<file path="config.mk">
export PLATFORM = sky130hd
export DESIGN_NAME = branch_resolve_unit
export DESIGN_NICKNAME = d
export VERILOG_FILES = /design/src/rtl/branch_resolve_unit.sv
export SDC_FILE = /design/constraint.sdc
export NUM_CORES = 1
export LEC_CHECK = 0
export ABC_AREA = 0
export BUFFER_PORTS_ARGS = -buffer_cell sky130_fd_sc_hd__buf_2
export CAP_MARGIN = 10
export CORE_MARGIN = 3
export CORE_UTILIZATION = 36
export CTS_CLUSTER_DIAMETER = 120
export DETAILED_ROUTE_END_ITERATION = 10
export HOLD_SLACK_MARGIN = 0.02
export PLACE_DENSITY_LB_ADDON = 0.2
export RECOVER_POWER = 25
export SYNTH_ARGS = -nofsm -noshare
export SYNTH_HDL_FRONTEND = slang
export SYNTH_SLANG_ARGS = --single-unit
export TNS_END_PERCENT = 20
</file>
<file path="constraint.sdc">
create_clock -name clk -period 3.95 [get_ports clk]
set_input_delay 0.79 -clock clk [delete_from_list [all_inputs] [get_ports clk]]
set_output_delay 0.79 -clock clk [all_outputs]
set_load 0.01 [all_outputs]
</file>
<file path="src/rtl/branch_resolve_unit.sv">
// -----------------------------------------------------------------------------
// branch_resolve_unit
//
// Execute-stage branch resolution. Holds the decode-stage control/PC state in
// the E-stage register, resolves conditional branches, JAL and JALR against the
// forwarded operands, and reports the outcome back to the fetch-stage
// predictor. Branch and mispredict statistics are also tracked.
//
// Optional feature: define PERF_COUNTERS_EN to build the saturating
// BranchCount / MispredCount counters. Without it both outputs are tied to 0.
//
// Ports:
//   clk, rst              clock; asynchronous active-high reset
//   StallE, FlushE        hold / bubble the E-stage register (flush wins)
//   BranchD, JumpD, JalrD decode-stage instruction class
//   Predict_branchD       fetch-time taken prediction
//   funct3D               branch condition select
//   PCD, PCPlus4D         instruction PC and PC+4
//   ImmExtD               sign-extended immediate
//   SrcAE, SrcBE          forwarded rs1/rs2 for the E-stage instruction
//   PCSrcE, PCTargetE     fetch redirect and redirect/update target
//   Eval_branch           actual outcome for predictor update
//   StateUpdateEnable     predictor update strobe
//   jalr                  E-stage instruction is JALR
//   MispredictE           resolved outcome differs from prediction
//   BranchCount           resolved branch/jump count
//   MispredCount          mispredict (redirect) count
// -----------------------------------------------------------------------------
module branch_resolve_unit #(
  parameter int unsigned CNT_W    = 16,
  parameter logic [31:0] RESET_PC = 32'h0
) (
  input  logic             clk,
  input  logic             rst,
  input  logic             StallE,
  input  logic             FlushE,
  input  logic             BranchD,
  input  logic             JumpD,
  input  logic             JalrD,
  input  logic             Predict_branchD,
  input  logic [2:0]       funct3D,
  input  logic [31:0]      PCD,
  input  logic [31:0]      PCPlus4D,
  input  logic [31:0]      ImmExtD,
  input  logic [31:0]      SrcAE,
  input  logic [31:0]      SrcBE,
  output logic             PCSrcE,
  output logic [31:0]      PCTargetE,
  output logic             Eval_branch,
  output logic             StateUpdateEnable,
  output logic             jalr,
  output logic             MispredictE,
  output logic [CNT_W-1:0] BranchCount,
  output logic [CNT_W-1:0] MispredCount
);

  // E-stage register
  logic        branch_q, jump_q, jalr_q, predict_q;
  logic [2:0]  funct3_q;
  logic [31:0] pc_q, pc_plus4_q, imm_q;

  // Set once a stalled instruction has already redirected / updated the
  // predictor, so holding it in E does not repeat those side effects.
  logic fired_q, fired_d;

  always_ff @(posedge clk or posedge rst) begin
    if (rst) begin
      branch_q    <= 1'b0;
      jump_q      <= 1'b0;
      jalr_q      <= 1'b0;
      predict_q   <= 1'b0;
      funct3_q    <= 3'b000;
      pc_q        <= RESET_PC;
      pc_plus4_q  <= RESET_PC;
      imm_q       <= 32'h0;
    end else if (FlushE) begin
      branch_q    <= 1'b0;
      jump_q      <= 1'b0;
      jalr_q      <= 1'b0;
      predict_q   <= 1'b0;
      funct3_q    <= 3'b000;
      pc_q        <= RESET_PC;
      pc_plus4_q  <= RESET_PC;
      imm_q       <= 32'h0;
    end else if (!StallE) begin
      branch_q    <= BranchD;
      jump_q      <= JumpD;
      jalr_q      <= JalrD;
      predict_q   <= Predict_branchD;
      funct3_q    <= funct3D;
      pc_q        <= PCD;
      pc_plus4_q  <= PCPlus4D;
      imm_q       <= ImmExtD;
    end
  end

  // Resolution datapath
  logic        cond;
  logic        is_ctrl;
  logic        taken;
  logic [31:0] target;

  always_comb begin
    cond = 1'b0;
    case (funct3_q)
      3'b000:  cond = (SrcAE == SrcBE);
      3'b001:  cond = (SrcAE != SrcBE);
      3'b100:  cond = ($signed(SrcAE) <  $signed(SrcBE));
      3'b101:  cond = ($signed(SrcAE) >= $signed(SrcBE));
      3'b110:  cond = (SrcAE <  SrcBE);
      3'b111:  cond = (SrcAE >= SrcBE);
      default: cond = 1'b0;
    endcase
  end

  assign is_ctrl = branch_q | jump_q | jalr_q;
  assign taken   = (branch_q & cond) | jump_q | jalr_q;
  // JALR clears bit 0 of the computed address.
  assign target  = jalr_q ? ((SrcAE + imm_q) & ~32'h1) : (pc_q + imm_q);

  assign PCTargetE         = taken ? target : pc_plus4_q;
  // JALR is never predicted, so it always redirects.
  assign MispredictE       = ((branch_q | jump_q) & (taken != predict_q)) | jalr_q;
  assign PCSrcE            = MispredictE & ~fired_q;
  assign StateUpdateEnable = is_ctrl & ~fired_q;
  assign Eval_branch       = taken & (branch_q | jump_q);
  assign jalr              = jalr_q;

  // Cleared whenever the E register takes new contents (load or flush);
  // otherwise sticky once a control instruction has been seen while stalled.
  always_comb begin
    fired_d = fired_q;
    if (FlushE || !StallE) begin
      fired_d = 1'b0;
    end else if (is_ctrl) begin
      fired_d = 1'b1;
    end
  end

  always_ff @(posedge clk or posedge rst) begin
    if (rst) begin
      fired_q <= 1'b0;
    end else begin
      fired_q <= fired_d;
    end
  end

`ifdef PERF_COUNTERS_EN
  localparam logic [CNT_W-1:0] CNT_ONE = {{(CNT_W-1){1'b0}}, 1'b1};

  logic [CNT_W-1:0] branch_cnt_q, mispred_cnt_q;

  // Saturating counters: stop at all-ones, cleared only by reset.
  always_ff @(posedge clk or posedge rst) begin
    if (rst) begin
      branch_cnt_q  <= '0;
      mispred_cnt_q <= '0;
    end else begin
      if (StateUpdateEnable && (branch_cnt_q != '1)) begin
        branch_cnt_q <= branch_cnt_q + CNT_ONE;
      end
      if (PCSrcE && (mispred_cnt_q != '1)) begin
        mispred_cnt_q <= mispred_cnt_q + CNT_ONE;
      end
    end
  end

  assign BranchCount  = branch_cnt_q;
  assign MispredCount = mispred_cnt_q;
`else
  assign BranchCount  = '0;
  assign MispredCount = '0;
`endif

endmodule

</file>
==> results_dict.tcl <==
set metrics [dict create \
    post_cts_hold_buffer_count 0 \
    synthesis.instances 997 \
    endpoint_kind_of_the_worst_setup_timing_path "output port" \
    yosys_most_used_dff "sky130_fd_sc_hd__dfrtp_1" \
    violations "max-capacitance violations, max-slew violations, negative setup slack" \
    layout_worst_path_cycle_share_pct 114 \
    start_util_pct 37.3 \
    finClkSkew_ns 0.00251 \
    post-synth-top-count-cell "sky130_fd_sc_hd__nor2_1" \
    core_area_um2 23800 \
    synth.ff_latch_count 104 \
    place_hpwl_mm 21.4 \
    synth.cells.most_frequent "147 x sky130_fd_sc_hd__nor2_1, 142 x sky130_fd_sc_hd__mux2i_1, 104 x sky130_fd_sc_hd__dfrtp_1, 93 x sky130_fd_sc_hd__ha_1, 63 x sky130_fd_sc_hd__a21oi_1" \
    vias_per_cell 4.97 \
    synth.yosys.warnings 0 \
    postRouteAntennaNets 0 \
    report.power.total_mw 3.33 \
    initialDrtViolationCount 327 \
    synth-xor-area-share_pct 5.92 \
    floorplan.die.height_um 163 \
    multi_input_area_um2 6160 \
    synth_fa_ha_area_share_pct 13.6 \
    count_of_different_cell_masters_after_synthesis 64 \
    vias 8085 \
    clk_pin_slew_worst_paths_ns 0.08 \
    clock_sinks 104 \
    netlist.area_leader.share_pct 29.3 \
    routed_wire_length_per_instance_um 17.4 \
    rows 56 \
    combinational_family_with_the_most_area_after_synthesis "multiplexers" \
    p_per_area_nw_per_um2 282 \
    drv_slew 60 \
    top_usage_layer "met2" \
    groute.layer.met3.usage_pct 3.25 \
    layout.area.seq_um2 2600 \
    synthesis.area_per_instance_um2 8.91 \
    io_buffer_count 207 \
    clock_tree.root_cell "sky130_fd_sc_hd__clkbuf_16" \
    grt_remaining_overflow 0 \
    worst-slew-pin-transition_ns 2.46 \
    track_usage_pct 20.7 \
    finish.cell_count_without_fillers 1628 \
    netlist.top_cell.by_area "sky130_fd_sc_hd__dfrtp_1" \
    finish.net_count 1570 \
    h-tree-depth 3 \
    via_count_of_the_first_global_routing_pass 8064 \
    max-clock-path-buffers 2 \
    worst-path-max-fanout 8 \
    finalHoldViolCount 0 \
    antenna_cells 0 \
    achievable-frequency_mhz 223 \
    cts_buffers 9 \
    die_w_um 163 \
    grt_antenna_before_repair 1 \
    drtPass1Iterations 4 \
    period_minus_slack_ns 4.49 \
    grt_pass1_wl_mm 43.2 \
    design.portCount 240 \
    globalRouteMet2Util_pct 34.0 \
    max-slew-margin-rel_pct -64.3 \
    post_route_cells_drive_above_1_share_pct 31.2 \
    worstSetupPathType "in -> out" \
    filler_cell_count 2351 \
    grtUsageMet1_pct 28.8 \
    rsz0062_at_grt "yes" \
    critical_path_arrival_ns 3.70 \
    post-route-drc-count 0 \
    number_of_flops_mapped_to_enable_cells_by_yosys 0 \
    ys_seq_area_share_pct 29.3 \
    drt_wl_total_mm 28.3 \
    cts_tree "yes" \
    placed_cell_area_um2 11000 \
    synthTopCellsByArea "sky130_fd_sc_hd__dfrtp_1 29%, sky130_fd_sc_hd__mux2i_1 16%, sky130_fd_sc_hd__ha_1 13%, sky130_fd_sc_hd__nor2_1 6.2%, sky130_fd_sc_hd__xnor2_1 4.1%" \
    post_synth_and_or_nand_nor_area_fraction_pct 13.0 \
    clk_latency_worst_skew_pair_ns 0.36 \
    maxCapViolations 1 \
    synthesis.area_um2 8880 \
    worst_setup_path_start_kind "input pin" \
    static-leakage-power_nw 6.44 \
    dpl.cell_count 1601 \
    hold_slack_ns 0.529 \
    floorplan.die_area_um2 26600 \
    vdd_drop_max_uv 188 \
    async_flop_share_pct 100 \
    final_design_area_no_fill_um2 11800 \
    timing.final.ws_setup_ns -0.543 \
    synth.area.mux_share_pct 16.1 \
    finalSetupViolations 35 \
    timing.hold.worst.class "reg -> reg" \
    run_status "complete, but fails checks" \
    synth-compound-area-share_pct 15.5 \
    cp_data_required_time_ns 3.16 \
    syn_to_final_growth_pct 33.0 \
    routabilityCongestion 0.857 \
    grt_start_max_net_pins 101 \
]
## cell families (layout without fill, tap and decap cells)
kind of cell	count (synthesis)	count (layout)
AO/OA/AOI/OAI	210	210
XOR/XNOR	60	60
adder cells (fa/ha/maj)	95	95
buffers and inverters	116	397
flip-flops	104	104
multiplexers	143	143
other	1	32
AND/OR/NAND/NOR	268	268
## cell usage in the layout, fill, tap and decap left out, drive strengths merged, types with 18 or more instances in the layout
master,count
o21ai,40
a21o,34
mux2i,142
buf,331
inv,51
ha,93
nor2,147
xor2,18
xnor2,42
conb,32
dfrtp,104
a21oi,63
nand2,52
## critical path: stages
cell	delay, ns
sky130_fd_sc_hd__buf_8	0.09
sky130_fd_sc_hd__inv_12	0.03
sky130_fd_sc_hd__ha_4	0.22
sky130_fd_sc_hd__a21o_1	0.15
sky130_fd_sc_hd__a211o_1	0.30
sky130_fd_sc_hd__a211oi_4	0.23
sky130_fd_sc_hd__o31ai_4	0.10
sky130_fd_sc_hd__or3_1	0.31
sky130_fd_sc_hd__mux2i_1	0.18
sky130_fd_sc_hd__mux2i_1	0.32
sky130_fd_sc_hd__o2bb2ai_4	0.17
sky130_fd_sc_hd__buf_12	0.17
sky130_fd_sc_hd__buf_12	0.13
sky130_fd_sc_hd__mux2i_1	0.20
sky130_fd_sc_hd__mux2i_1	0.12
sky130_fd_sc_hd__buf_2	0.18
## state kept, by name, summed over array words and instances, names as in the netlist
register    count
predict_q       1
fired_q         1
pc_plus4_q     32
funct3_q        3
jalr            1
jump_q          1
imm_q          32
branch_q        1
pc_q           32
## metrics by stage
stage | utilization, % | worst slack (ns) | TNS (ns)
after floorplan | - | -0.0419 | -0.487
after global placement | 46.3 | -0.593 | -17.05
after detailed placement | 46.3 | -0.583 | -18.95
after CTS | 48.6 | -0.581 | -18.85
after global routing | 49.6 | -0.651 | -20.91
final | 49.6 | -0.543 | -16.53
## power by group
| group | internal (mW) | switching, mW | leakage [nW] |
|---|---|---|---|
| Clock | 0.520 | 0.484 | 0.151 |
| Sequential | 1.12 | 0.0484 | 1.38 |
| Combinational | 0.555 | 0.604 | 4.91 |
## final timing paths
kind                                            start                    endpoint  slack [ns]  cells past startpoint
setup / recovery                            SrcBE[23]                PCTargetE[3]       -0.54                     16
hold / removal             pc_plus4_q[10]$_DFFE_PP0N_  pc_plus4_q[10]$_DFFE_PP0N_        0.53                      2
setup reg to reg                     jalr$_DFFE_PP0N_         fired_q$_DFFE_PP0P_        2.72                      2
hold reg to reg            pc_plus4_q[10]$_DFFE_PP0N_  pc_plus4_q[10]$_DFFE_PP0N_        0.53                      2
max in group asynchronous                         rst            jalr$_DFFE_PP0N_        1.05                      2
min in group asynchronous                         rst  pc_plus4_q[11]$_DFFE_PP0N_        1.27                      2
## layout make-up
cell class,instances,share of cell area [%]
multi-input combinational,808,52.2
tap,319,3.38
timing repair buffer,332,18.1
clock inverter,6,0.636
sequential,104,22.0
inverter,49,1.66
clock buffer,10,2.02
## timing repair
item,in CTS,in global routing
setup endpoints to repair,35,35
resized for setup,25,40
buffers inserted,4,6
gates cloned,3,1
pin swaps,11,24
## per-layer routing
layer	share of wire, %	up-vias
li1	-	4074
met4	1.4	2
met3	5.2	24
met1	47	3791
met2	47	194
met5	0.042	-
Power figures use the tool's default switching activity.
